===== config.mk =====
export PLATFORM = sky130hd
export DESIGN_NAME = traffic_phase_timer_flat
export DESIGN_NICKNAME = d
export VERILOG_FILES = /design/src/rtl/traffic_pkg.sv /design/src/rtl/traffic_phase_timer_if.sv /design/src/rtl/traffic_phase_timer_bcd_down2.sv /design/src/rtl/traffic_phase_timer.sv /design/src/flat_wrapper.sv
export SDC_FILE = /design/constraint.sdc
export NUM_CORES = 1
export LEC_CHECK = 0
export ABC_AREA = 1
export CAP_MARGIN = 25
export CORE_UTILIZATION = 50
export CTS_CLUSTER_DIAMETER = 60
export CTS_CLUSTER_SIZE = 8
export DETAILED_ROUTE_END_ITERATION = 7
export GPL_TIMING_DRIVEN = 0
export PLACE_DENSITY = 0.76
export SYNTH_ARGS = -nofsm -noshare
export SYNTH_HDL_FRONTEND = slang
export SYNTH_SLANG_ARGS = --single-unit

===== constraint.sdc =====
create_clock -name clk_slow -period 1.95 [get_ports clk_slow]
set_input_delay 0.39 -clock clk_slow [delete_from_list [all_inputs] [get_ports clk_slow]]
set_output_delay 0.39 -clock clk_slow [all_outputs]
set_load 0.005 [all_outputs]

===== src/rtl/traffic_pkg.sv =====
// Shared types and constants for the junction phase timer.
package traffic_pkg;

  localparam int unsigned LANE_W  = 2;
  localparam int unsigned N_LANES = 4;
  localparam int unsigned DENS_W  = 2 * N_LANES;
  localparam int unsigned BCD_W   = 8;

  typedef enum logic {
    GREEN  = 1'b0,
    YELLOW = 1'b1
  } phase_e;

  localparam logic [1:0] D_NONE = 2'd0;
  localparam logic [1:0] D_LOW  = 2'd1;
  localparam logic [1:0] D_MED  = 2'd2;
  localparam logic [1:0] D_HIGH = 2'd3;

endpackage


===== src/rtl/traffic_phase_timer_if.sv =====
// Sensor input and lamp/display outputs of the junction controller.
interface traffic_phase_timer_if;
  import traffic_pkg::*;

  logic [DENS_W-1:0]  density;
  logic [LANE_W-1:0]  lane_state;
  logic [BCD_W-1:0]   time_bcd;
  logic [N_LANES-1:0] green;
  logic [N_LANES-1:0] yellow;
  logic [N_LANES-1:0] red;
  logic               phase_done;

  // master: the controller; slave: sensors feeding it and the display/lamps it drives
  modport master (
    input  density,
    output lane_state, time_bcd, green, yellow, red, phase_done
  );

  modport slave (
    output density,
    input  lane_state, time_bcd, green, yellow, red, phase_done
  );
endinterface


===== src/rtl/traffic_phase_timer_bcd_down2.sv =====
// Two-digit BCD down-counter with load, decrement enable and an is-one flag.
module bcd_down2
  import traffic_pkg::*;
#(
  parameter logic [BCD_W-1:0] RST_VAL = 8'h10
) (
  input  logic             i_clk,
  input  logic             i_reset,
  input  logic             i_load,
  input  logic [BCD_W-1:0] i_load_val,
  input  logic             i_dec,
  output logic [BCD_W-1:0] o_val,
  output logic             o_is_one_c
);

  logic [BCD_W-1:0] r_val;
  logic [BCD_W-1:0] w_dec_val;

  // Units at zero wrap to nine and borrow one from the tens digit
  always_comb begin
    w_dec_val = r_val;
    if (r_val[3:0] == 4'd0) begin
      w_dec_val[3:0] = 4'd9;
      w_dec_val[7:4] = r_val[7:4] - 4'd1;
    end else begin
      w_dec_val[3:0] = r_val[3:0] - 4'd1;
    end
  end

  always_ff @(posedge i_clk or posedge i_reset) begin
    if (i_reset) begin
      r_val <= RST_VAL;
    end else if (i_load) begin
      r_val <= i_load_val;
    end else if (i_dec) begin
      r_val <= w_dec_val;
    end
  end

  assign o_val      = r_val;
  assign o_is_one_c = (r_val == 8'h01);

endmodule


===== src/rtl/traffic_phase_timer.sv =====
// Density-driven green/yellow phase sequencer with BCD countdown for a 4-way junction.
module traffic_phase_timer
  import traffic_pkg::*;
#(
  parameter int unsigned      TICK_DIV   = 1000,
  parameter logic [BCD_W-1:0] GREEN_LOW  = 8'h10,
  parameter logic [BCD_W-1:0] GREEN_MED  = 8'h20,
  parameter logic [BCD_W-1:0] GREEN_HIGH = 8'h30,
  parameter logic [BCD_W-1:0] YELLOW_T   = 8'h03
) (
  input  logic                  clk_slow,
  input  logic                  reset,
  traffic_phase_timer_if.master bus
);

  localparam int unsigned PW = (TICK_DIV > 1) ? $clog2(TICK_DIV) : 1;

  logic [DENS_W-1:0]  r_dens_meta;
  logic [DENS_W-1:0]  r_dens_s;
  logic [PW-1:0]      r_presc;
  phase_e             r_phase;
  logic [LANE_W-1:0]  r_lane;
  logic               r_phase_done;

  logic               w_tick;
  logic               w_is_one;
  logic               w_phase_end;
  logic [LANE_W-1:0]  w_next_lane;
  logic [BCD_W-1:0]   w_load_val;
  logic [BCD_W-1:0]   w_time;
  logic [N_LANES-1:0] w_lane_oh;

  // First non-empty lane after the current one; plain rotation if all others are empty
  function automatic logic [LANE_W-1:0] next_lane(input logic [DENS_W-1:0] dens,
                                                  input logic [LANE_W-1:0] lane);
    logic [LANE_W-1:0] idx;
    logic              found;
    next_lane = lane + LANE_W'(1);
    found     = 1'b0;
    for (int unsigned k = 1; k < N_LANES; k++) begin
      idx = lane + LANE_W'(k);
      if (!found && (dens[2*idx +: 2] != D_NONE)) begin
        next_lane = idx;
        found     = 1'b1;
      end
    end
  endfunction

  function automatic logic [BCD_W-1:0] green_time(input logic [1:0] level);
    case (level)
      D_MED:   green_time = GREEN_MED;
      D_HIGH:  green_time = GREEN_HIGH;
      default: green_time = GREEN_LOW;
    endcase
  endfunction

  always_ff @(posedge clk_slow or posedge reset) begin
    if (reset) begin
      r_dens_meta <= '0;
      r_dens_s    <= '0;
    end else begin
      r_dens_meta <= bus.density;
      r_dens_s    <= r_dens_meta;
    end
  end

  // Free-running second prescaler, deliberately not realigned on phase changes
  always_ff @(posedge clk_slow or posedge reset) begin
    if (reset) begin
      r_presc <= '0;
    end else if (w_tick) begin
      r_presc <= '0;
    end else begin
      r_presc <= r_presc + PW'(1);
    end
  end

  assign w_tick      = (r_presc == PW'(TICK_DIV - 1));
  assign w_phase_end = w_tick && w_is_one;
  assign w_next_lane = next_lane(r_dens_s, r_lane);
  assign w_load_val  = (r_phase == GREEN) ? YELLOW_T
                                          : green_time(r_dens_s[2*w_next_lane +: 2]);

  always_ff @(posedge clk_slow or posedge reset) begin
    if (reset) begin
      r_phase      <= GREEN;
      r_lane       <= '0;
      r_phase_done <= 1'b0;
    end else begin
      r_phase_done <= w_phase_end;
      if (w_phase_end) begin
        if (r_phase == GREEN) begin
          r_phase <= YELLOW;
        end else begin
          r_phase <= GREEN;
          r_lane  <= w_next_lane;
        end
      end
    end
  end

  bcd_down2 #(
    .RST_VAL (GREEN_LOW)
  ) u_count (
    .i_clk      (clk_slow),
    .i_reset    (reset),
    .i_load     (w_phase_end),
    .i_load_val (w_load_val),
    .i_dec      (w_tick && !w_is_one),
    .o_val      (w_time),
    .o_is_one_c (w_is_one)
  );

  // Lamps derive only from registered phase and lane, so sensor noise cannot reach them
  assign w_lane_oh      = N_LANES'(1) << r_lane;
  assign bus.green      = (r_phase == GREEN)  ? w_lane_oh : '0;
  assign bus.yellow     = (r_phase == YELLOW) ? w_lane_oh : '0;
  assign bus.red        = ~(bus.green | bus.yellow);
  assign bus.lane_state = r_lane;
  assign bus.time_bcd   = w_time;
  assign bus.phase_done = r_phase_done;

endmodule


===== src/flat_wrapper.sv =====
// flat-port wrapper written by rule: the top's interface ports become plain ports
module traffic_phase_timer_flat import traffic_pkg::*;
#(
  parameter int unsigned      TICK_DIV   = 1000,
  parameter logic [BCD_W-1:0] GREEN_LOW  = 8'h10,
  parameter logic [BCD_W-1:0] GREEN_MED  = 8'h20,
  parameter logic [BCD_W-1:0] GREEN_HIGH = 8'h30,
  parameter logic [BCD_W-1:0] YELLOW_T   = 8'h03
)
  (clk_slow, reset, bus_density, bus_lane_state, bus_time_bcd, bus_green, bus_yellow, bus_red, bus_phase_done);
  traffic_phase_timer_if bus_i ();
  input  logic clk_slow;
  input  logic reset;
  input wire logic [$bits(bus_i.density)-1:0] bus_density;
  output wire logic [$bits(bus_i.lane_state)-1:0] bus_lane_state;
  output wire logic [$bits(bus_i.time_bcd)-1:0] bus_time_bcd;
  output wire logic [$bits(bus_i.green)-1:0] bus_green;
  output wire logic [$bits(bus_i.yellow)-1:0] bus_yellow;
  output wire logic [$bits(bus_i.red)-1:0] bus_red;
  output wire logic [$bits(bus_i.phase_done)-1:0] bus_phase_done;
  assign bus_i.density = bus_density;
  assign bus_lane_state = bus_i.lane_state;
  assign bus_time_bcd = bus_i.time_bcd;
  assign bus_green = bus_i.green;
  assign bus_yellow = bus_i.yellow;
  assign bus_red = bus_i.red;
  assign bus_phase_done = bus_i.phase_done;
  traffic_phase_timer #(.TICK_DIV(TICK_DIV), .GREEN_LOW(GREEN_LOW), .GREEN_MED(GREEN_MED), .GREEN_HIGH(GREEN_HIGH), .YELLOW_T(YELLOW_T)) u_core (.clk_slow(clk_slow), .reset(reset), .bus(bus_i));
endmodule

Word level (Yosys, flattened, before mapping). Cells that the tools add are included.

Bits in registers: 38. Latch bits: 0. RAM bits: 0. ROM bits: 0. Input bits: 10. Output and inout port bits: 23. Word-level logic and storage cells: 54. Memories: 0.

Add/subtract/negate cells: 6. $mul: 0. Divide/modulo/power cells: 0. Order comparisons: 0. Equal/unequal tests: 4. Shift operators: 5. Multiplexer cells: 14. Bitwise logic cells: 2. Reduce and logical (&&, ||, !) cells: 15.

Operators with widths (number): 8-bit by 4-bit variable part select with 2-bit output (4); 4-bit 2-to-1 mux (4); 8-bit 2-to-1 mux (2); 6-bit one-hot mux with 2 select lines (1); 10-bit by 1-bit adder with 10-bit output, second input constant (1); 10-bit equality test, second input constant (1); 10-bit 2-to-1 mux (1); 2-bit nonzero test (5); 8-bit by 1-bit equality test with 1-bit output, second input constant (1); 4-bit by 1-bit subtractor with 4-bit output, second input constant (2); 6-bit 2-to-1 mux (1); 2-bit adder, second input constant (2); 2-bit equality test, second input constant (2); 1-bit logical AND (4); 4-bit logical NOT (1); 2-bit 2-to-1 mux (2); 4-bit inverter (1); 4-bit OR (1); 2-bit AND reduction (2); 1-bit by 2-bit left shift with 4-bit output, first input constant (1); 1-bit logical NOT (3); 1-bit 2-to-1 mux (3); 2-bit by 1-bit adder with 2-bit output, second input constant (1).

Logic depth before layout (Yosys ltp). Gate-level depths: netlist (run 1).

Depth in word-level cells: 15. Gate-level depth with buffers: 16. Mapped depth without buffers: 15.

Cells and area by module. A second synthesis (run 1) with hierarchy kept.

Cell total of the unflattened synthesis: 240. Area total of the unflattened synthesis: 2020.7 um^2.

By module, submodules not included: traffic_phase_timer (instances 1, cells an instance 172, area each 1492.7 um^2, seq. area each 750.7 um^2); bcd_down2 (instances 1, cells an instance 68, area each 528.0 um^2, seq. area each 201.4 um^2).

Least setup slack after synthesis (run 1). OpenSTA, ideal clock, no wires.

Path kind: flip-flop to flip-flop. Start point: register u_core.r_lane[0], in the netlist u_core.bus.lane_state[0]. End point: register u_core.u_count.r_val[4], in the netlist u_core.u_count.o_val[4]. Library setup time: 0.068 ns. Arrival time: 1.786 ns. Required time: 1.882 ns. Setup slack: 0.096 ns. Cell stages (with the launch flop): 17. Buffers on the path: 1. Clock period less this slack: 1.854 ns. Cell sequence: dfrtp_1 -> buf_6 -> inv_8 -> ha_1 -> inv_1 -> nand2_2 -> nand2_4 -> nand2_4 -> nand2_2 -> nand2_1 -> nand2_1 -> nand2_2 -> nand2_1 -> nand2_2 -> nand2_1 -> nand2_1 -> a21oi_2.

Cells in the longest elaborated chain, start to end: 15. Elaborated cells between the ends (all ways): 23. Classes of those cells: 3 x add/sub; 2 x eq/ne; 4 x shift; 7 x mux; 7 x reduce/logical.

Ends and longest elaborated chain: start, declared (RTL line traffic_phase_timer.sv:22) `logic [LANE_W-1:0] r_lane;`; start signal, assigned (RTL line traffic_phase_timer.sv:96) `r_lane <= w_next_lane;`; 2-bit by 1-bit adder with 2-bit output (RTL line traffic_phase_timer.sv:38, traffic_phase_timer.sv:41); 8-bit by 4-bit variable part select with 2-bit output (RTL line traffic_phase_timer.sv:42) `if (!found && (dens[2*idx +: 2] != D_NONE)) begin`; 2-bit nonzero test (RTL line traffic_phase_timer.sv:42); 1-bit 2-to-1 mux (RTL line traffic_phase_timer.sv:42); 1-bit logical NOT (RTL line traffic_phase_timer.sv:42); 1-bit logical AND (RTL line traffic_phase_timer.sv:42); 1-bit 2-to-1 mux (RTL line traffic_phase_timer.sv:42); 1-bit logical NOT (RTL line traffic_phase_timer.sv:42); 1-bit logical AND (RTL line traffic_phase_timer.sv:42); 2-bit 2-to-1 mux * (RTL line traffic_phase_timer.sv:42); 8-bit by 4-bit variable part select with 2-bit output * (RTL line traffic_phase_timer.sv:82) `: green_time(r_dens_s[2*w_next_lane +: 2]);`; 2-bit equality test (RTL line traffic_phase_timer.sv:50) `case (level)`; 6-bit one-hot mux with 2 select lines * (RTL line traffic_phase_timer.sv:50); 6-bit 2-to-1 mux * (RTL line traffic_phase_timer.sv:81) `assign w_load_val = (r_phase == GREEN) ? YELLOW_T`; 8-bit 2-to-1 mux * (RTL line traffic_phase_timer_bcd_down2.sv:33) `end else if (i_load) begin`; end signal, assigned (RTL line traffic_phase_timer_bcd_down2.sv:34) `r_val <= i_load_val;`; end signal, assigned (RTL line traffic_phase_timer_bcd_down2.sv:36) `r_val <= w_dec_val;`; end, declared (RTL line traffic_phase_timer_bcd_down2.sv:16) `logic [BCD_W-1:0] r_val;`.

Mark *: on every way between the ends. The rest lies on a longest branch, timed or not. A chain may end at the register's enable or synchronous reset.

Final worst setup path (run 1).
Start point: register u_core.u_count.r_val[4], in the netlist u_core.u_count.o_val[4]. End point: register u_core.u_count.r_val[6], in the netlist u_core.u_count.o_val[6].

Cells in the longest elaborated chain, start to end: 5. Elaborated cells between the ends (all ways): 11. Classes of those cells: 1 x add/sub; 1 x eq/ne; 3 x mux; 6 x reduce/logical.

Ends and longest elaborated chain: parallel branches: the longest is 5 deep, another holds 4-bit by 1-bit subtractor with 4-bit output.

Parallel ways; which one is timed is not known. The select of a mux whose other input is x is not followed.

==> summary.txt, run 1 <==
Result of the run: finished, final reports clean
Family with the most delay on the worst path: flip-flops
Flop-to-flop setup slack: 100 ps
Post-DR wirelength/cell: 11.5 um
Final setup violation count: 0
TritonCTS clock tree: yes
Clock-pin transition on the worst setup and hold timing paths: 80 ps
Max-Cap Viols: 0
Floorplan die height: 65.5 um
Nets in the synthesized netlist: 251
TritonCTS buffer count: 5
Commonest non-fill, non-tap cell in the layout: sky130_fd_sc_hd__nand2_1
Worst Skew: 6.15 ps
Non-Filler Instances: 334
Number of distinct library cells after synthesis: 34
Filler instances: 286
Total gr overflow: 0
Number of detailed-route iterations in the first pass: 4
Detailed Route Iter0 Violations: 52
Detail Placement HPWL: 2740 um
Vias in the first global route: 1569
Number of buffers added to fix hold violations after cts: 0
Setup Crit Path Kind: reg -> reg
Number of levels in the clock H-tree: 2
Synthesized flop and latch total: 38
Layout overhead on the synthesized area: 31.6%
Fraction of layout instances using a drive strength above 1: 22.0%
Placement row count: 22
Final wirelength: 3850 um
Final antenna-violating net count: 0
Worst path cell trace: inv_1 -> ha_1 -> nand4_4 -> inv_1 -> o21ai_4 -> inv_1 -> nand2_1 -> xor2_1 -> nor2_1
Area of all placed cells without fillers: 0.00265 mm2
Overall routing resource usage: 20.4%
Worst-path maximum fanout: 6
Number of warnings reported in the yosys synthesis log: 0
Count of unresolved DRC violations after routing: 0
Initial core utilization: 53.4%
Critical Path Max Stage Delay: 560 ps
First-pass GRT wire length: 6720 um
Largest net degree at the start of global routing: 27
Post-synthesis instance total: 234
Core area: 0.00377 mm2
PortBufs: 32
Via/cell ratio: 4.99
Minimum period implied by the final worst setup slack: 1850 ps
Crit. End Element: flop
Average instance area after synthesis: 8.60 um2
Number of ports placed on the die boundary: 33
Share of the core filled with cells: 70.2%
Setup repair after global routing missed its margin: yes
Clock insertion delay at the later pin of the skew report: 290 ps
Final weighted congestion in routability-driven placement: 0.806
Final period utilization: 94.9%
Number of failing hold endpoints at the final stage: 0
Final Net Count: 302
Measured slew at the worst slew-check pin: 566 ps
Cell type with the highest occurrence count on the critical path: sky130_fd_sc_hd__inv_1
Number of placed cells counting well taps: 315
Antenna violations before repair: 0
Areal power density over the cells: 540 mW/mm2
CP Buf/Inv Count: 3
Worst slew margin: 62.2%
Diodes inserted: 0
Type of origin of the critical path: flop
Sequential element share of the synthesized area: 47.3%
Maximum VDD drop: 0.468 mV
Cell area after synthesis: 0.00201 mm2
Hold/Removal Path Class: reg -> reg
DIE AREA: 0.00428 mm2
Vias: 1668
Maximum clock path buffer count: 2
Most frequent cells in the layout: 41 x sky130_fd_sc_hd__nand2_1, 36 x sky130_fd_sc_hd__dfrtp_1, 32 x sky130_fd_sc_hd__nor2_1, 32 x sky130_fd_sc_hd__inv_1, 20 x sky130_fd_sc_hd__clkdlybuf4s50_1
Library cell used as clock root buffer: sky130_fd_sc_hd__clkbuf_8
Maximum frequency from static timing analysis: 541 MHz
Clk sinks: 38
Cell with the largest stage delay on the worst path: sky130_fd_sc_hd__dfstp_2
Critical path data required time: 2130 ps
Placed standard-cell area: 0.00242 mm2
Arrival time at the worst endpoint: 2030 ps
Final max-slew violation count: 0
Die Width: 65.5 um
Static leakage: 1.34 nW
==> worst reg2reg max path: cells and delay by family, from the launching register on <==
kind | cells | cell delay (ps)
AND/OR/NAND/NOR | 3 | 300
XOR/XNOR | 1 | 170
flip-flops | 1 | 560
adder cells (fa/ha/maj) | 1 | 240
buffers and inverters | 3 | 280
AO/OA/AOI/OAI | 1 | 200
==> cells in the mapped netlist <==
master                      instances  area share [%]
sky130_fd_sc_hd__dfrtp_1           37              46
sky130_fd_sc_hd__o21ai_1            1            0.25
sky130_fd_sc_hd__inv_1             37             6.9
sky130_fd_sc_hd__xor2_1             4             1.7
sky130_fd_sc_hd__nand4_4            1             1.1
sky130_fd_sc_hd__inv_8              1            0.56
sky130_fd_sc_hd__nor4_4             1             1.1
sky130_fd_sc_hd__nand3_1           18             4.5
sky130_fd_sc_hd__buf_6              1            0.56
sky130_fd_sc_hd__o41ai_1            1            0.44
sky130_fd_sc_hd__a21oi_1            4            0.99
sky130_fd_sc_hd__clkbuf_1           1            0.19
sky130_fd_sc_hd__nor2_2             1            0.31
sky130_fd_sc_hd__a2bb2oi_1          1            0.44
sky130_fd_sc_hd__nor3_4             1            0.81
sky130_fd_sc_hd__o311ai_0           1            0.44
sky130_fd_sc_hd__nand2_2            9             2.8
sky130_fd_sc_hd__and3_1             1            0.31
sky130_fd_sc_hd__o211ai_1           1            0.37
sky130_fd_sc_hd__o21ai_2            2            0.87
sky130_fd_sc_hd__nand2_4            2             1.1
sky130_fd_sc_hd__nor3_1             4            0.99
sky130_fd_sc_hd__dfstp_2            1             1.3
sky130_fd_sc_hd__nand3_2            5             2.5
sky130_fd_sc_hd__a22oi_2            1            0.62
sky130_fd_sc_hd__nand4_1            4             1.2
sky130_fd_sc_hd__buf_2              1            0.25
sky130_fd_sc_hd__nand2_1           44             8.2
sky130_fd_sc_hd__a32o_1             1            0.50
sky130_fd_sc_hd__ha_1               7             4.4
sky130_fd_sc_hd__a21oi_2            1            0.44
sky130_fd_sc_hd__nor2_1            32             6.0
sky130_fd_sc_hd__nor3_2             1            0.50
sky130_fd_sc_hd__o21ai_0            6             1.5
==> final cells by class <==
cell class | count | area (um2) | area share [%]
Buffer | 2 | 16.3 | 0.614
Multi-Input combinational cell | 155 | 940 | 35.5
Clock inverter | 3 | 21.3 | 0.803
Inverter | 38 | 158 | 5.95
Timing Repair Buffer | 45 | 432 | 16.3
Tap cell | 48 | 60.1 | 2.27
Sequential cell | 38 | 953 | 36.0
Clock buffer | 5 | 68.8 | 2.60
==> what timing repair did <==
item	4_1_cts	5_1_grt
endpoints found under the setup margin	14	9
gates resized for setup	12	19
pin swaps	0	10
setup buffers	5	7
==> cell families (layout without fill, tap and decap cells) <==
group,count (synthesis),in the layout,synth area share [%]
fa+ha+maj,7,7,4.35
compound gates,20,20,6.84
simple gates,124,124,31.3
buf+inv,41,93,8.45
xor+xnor,4,4,1.74
flops,38,38,47.3
==> routing by layer <==
metal  vias up  share of wire [%]  track usage [%]
met5         -                  0                0
met4         0               0.29             5.98
met3         2                3.1             4.69
met2        40                 50             34.3
met1       774                 47             26.0
li1        852                  -                -
==> per-stage QoR <==
step           TNS [ps]  hold slack, ps  worst slack (ps)  total power [mW]
6_report              0             350               100              1.43
5_1_grt           -39.5             356             -36.5              1.50
4_1_cts            -229             352              -121              1.45
3_5_place_dp       -178             335              -102             0.913
3_3_place_gp      -1860             331             -65.0             0.903
2_1_floorplan         0             331              96.1             0.877
==> where the power goes <==
| part | switching (mW) | internal, mW |
|---|---|---|
| sequential | 0.00840 | 0.804 |
| combinational | 0.0478 | 0.0385 |
| clock | 0.279 | 0.251 |
==> sequential cells by signal, indices dropped and copies added (netlist names) <==
register and count:
u_core.bus.phase_done 1, u_core.bus.lane_state 2, u_core.r_presc 10, u_core.r_dens_s 8, u_core.u_count.o_val 8, u_core.r_phase 1
u_core.r_dens_meta 8
==> worst paths after layout <==
kind | start | to | depth (start not counted)
min in group asynchronous | reset | u_core.u_count.o_val[0] | 2
max in group asynchronous | reset | u_core.u_count.o_val[4] | 3
min | u_core.r_dens_meta[5] | u_core.r_dens_s[5] | 0
min reg2reg | u_core.r_dens_meta[5] | u_core.r_dens_s[5] | 0
max reg2reg | u_core.u_count.o_val[4] | u_core.u_count.o_val[6] | 9
max | u_core.u_count.o_val[4] | u_core.u_count.o_val[6] | 9
Power figures use the tool's default switching activity.
==> inputs of run 2 (changes only) <==
--- a/config.mk
+++ b/config.mk
@@ -9,7 +9,6 @@
 export CAP_MARGIN = 25
 export CORE_UTILIZATION = 50
 export CTS_CLUSTER_DIAMETER = 60
-export CTS_CLUSTER_SIZE = 8
 export DETAILED_ROUTE_END_ITERATION = 7
 export GPL_TIMING_DRIVEN = 0
 export PLACE_DENSITY = 0.76
==> results of run 2 <==
Same layout as run 1: the final DEF is identical, and so are final timing and power.
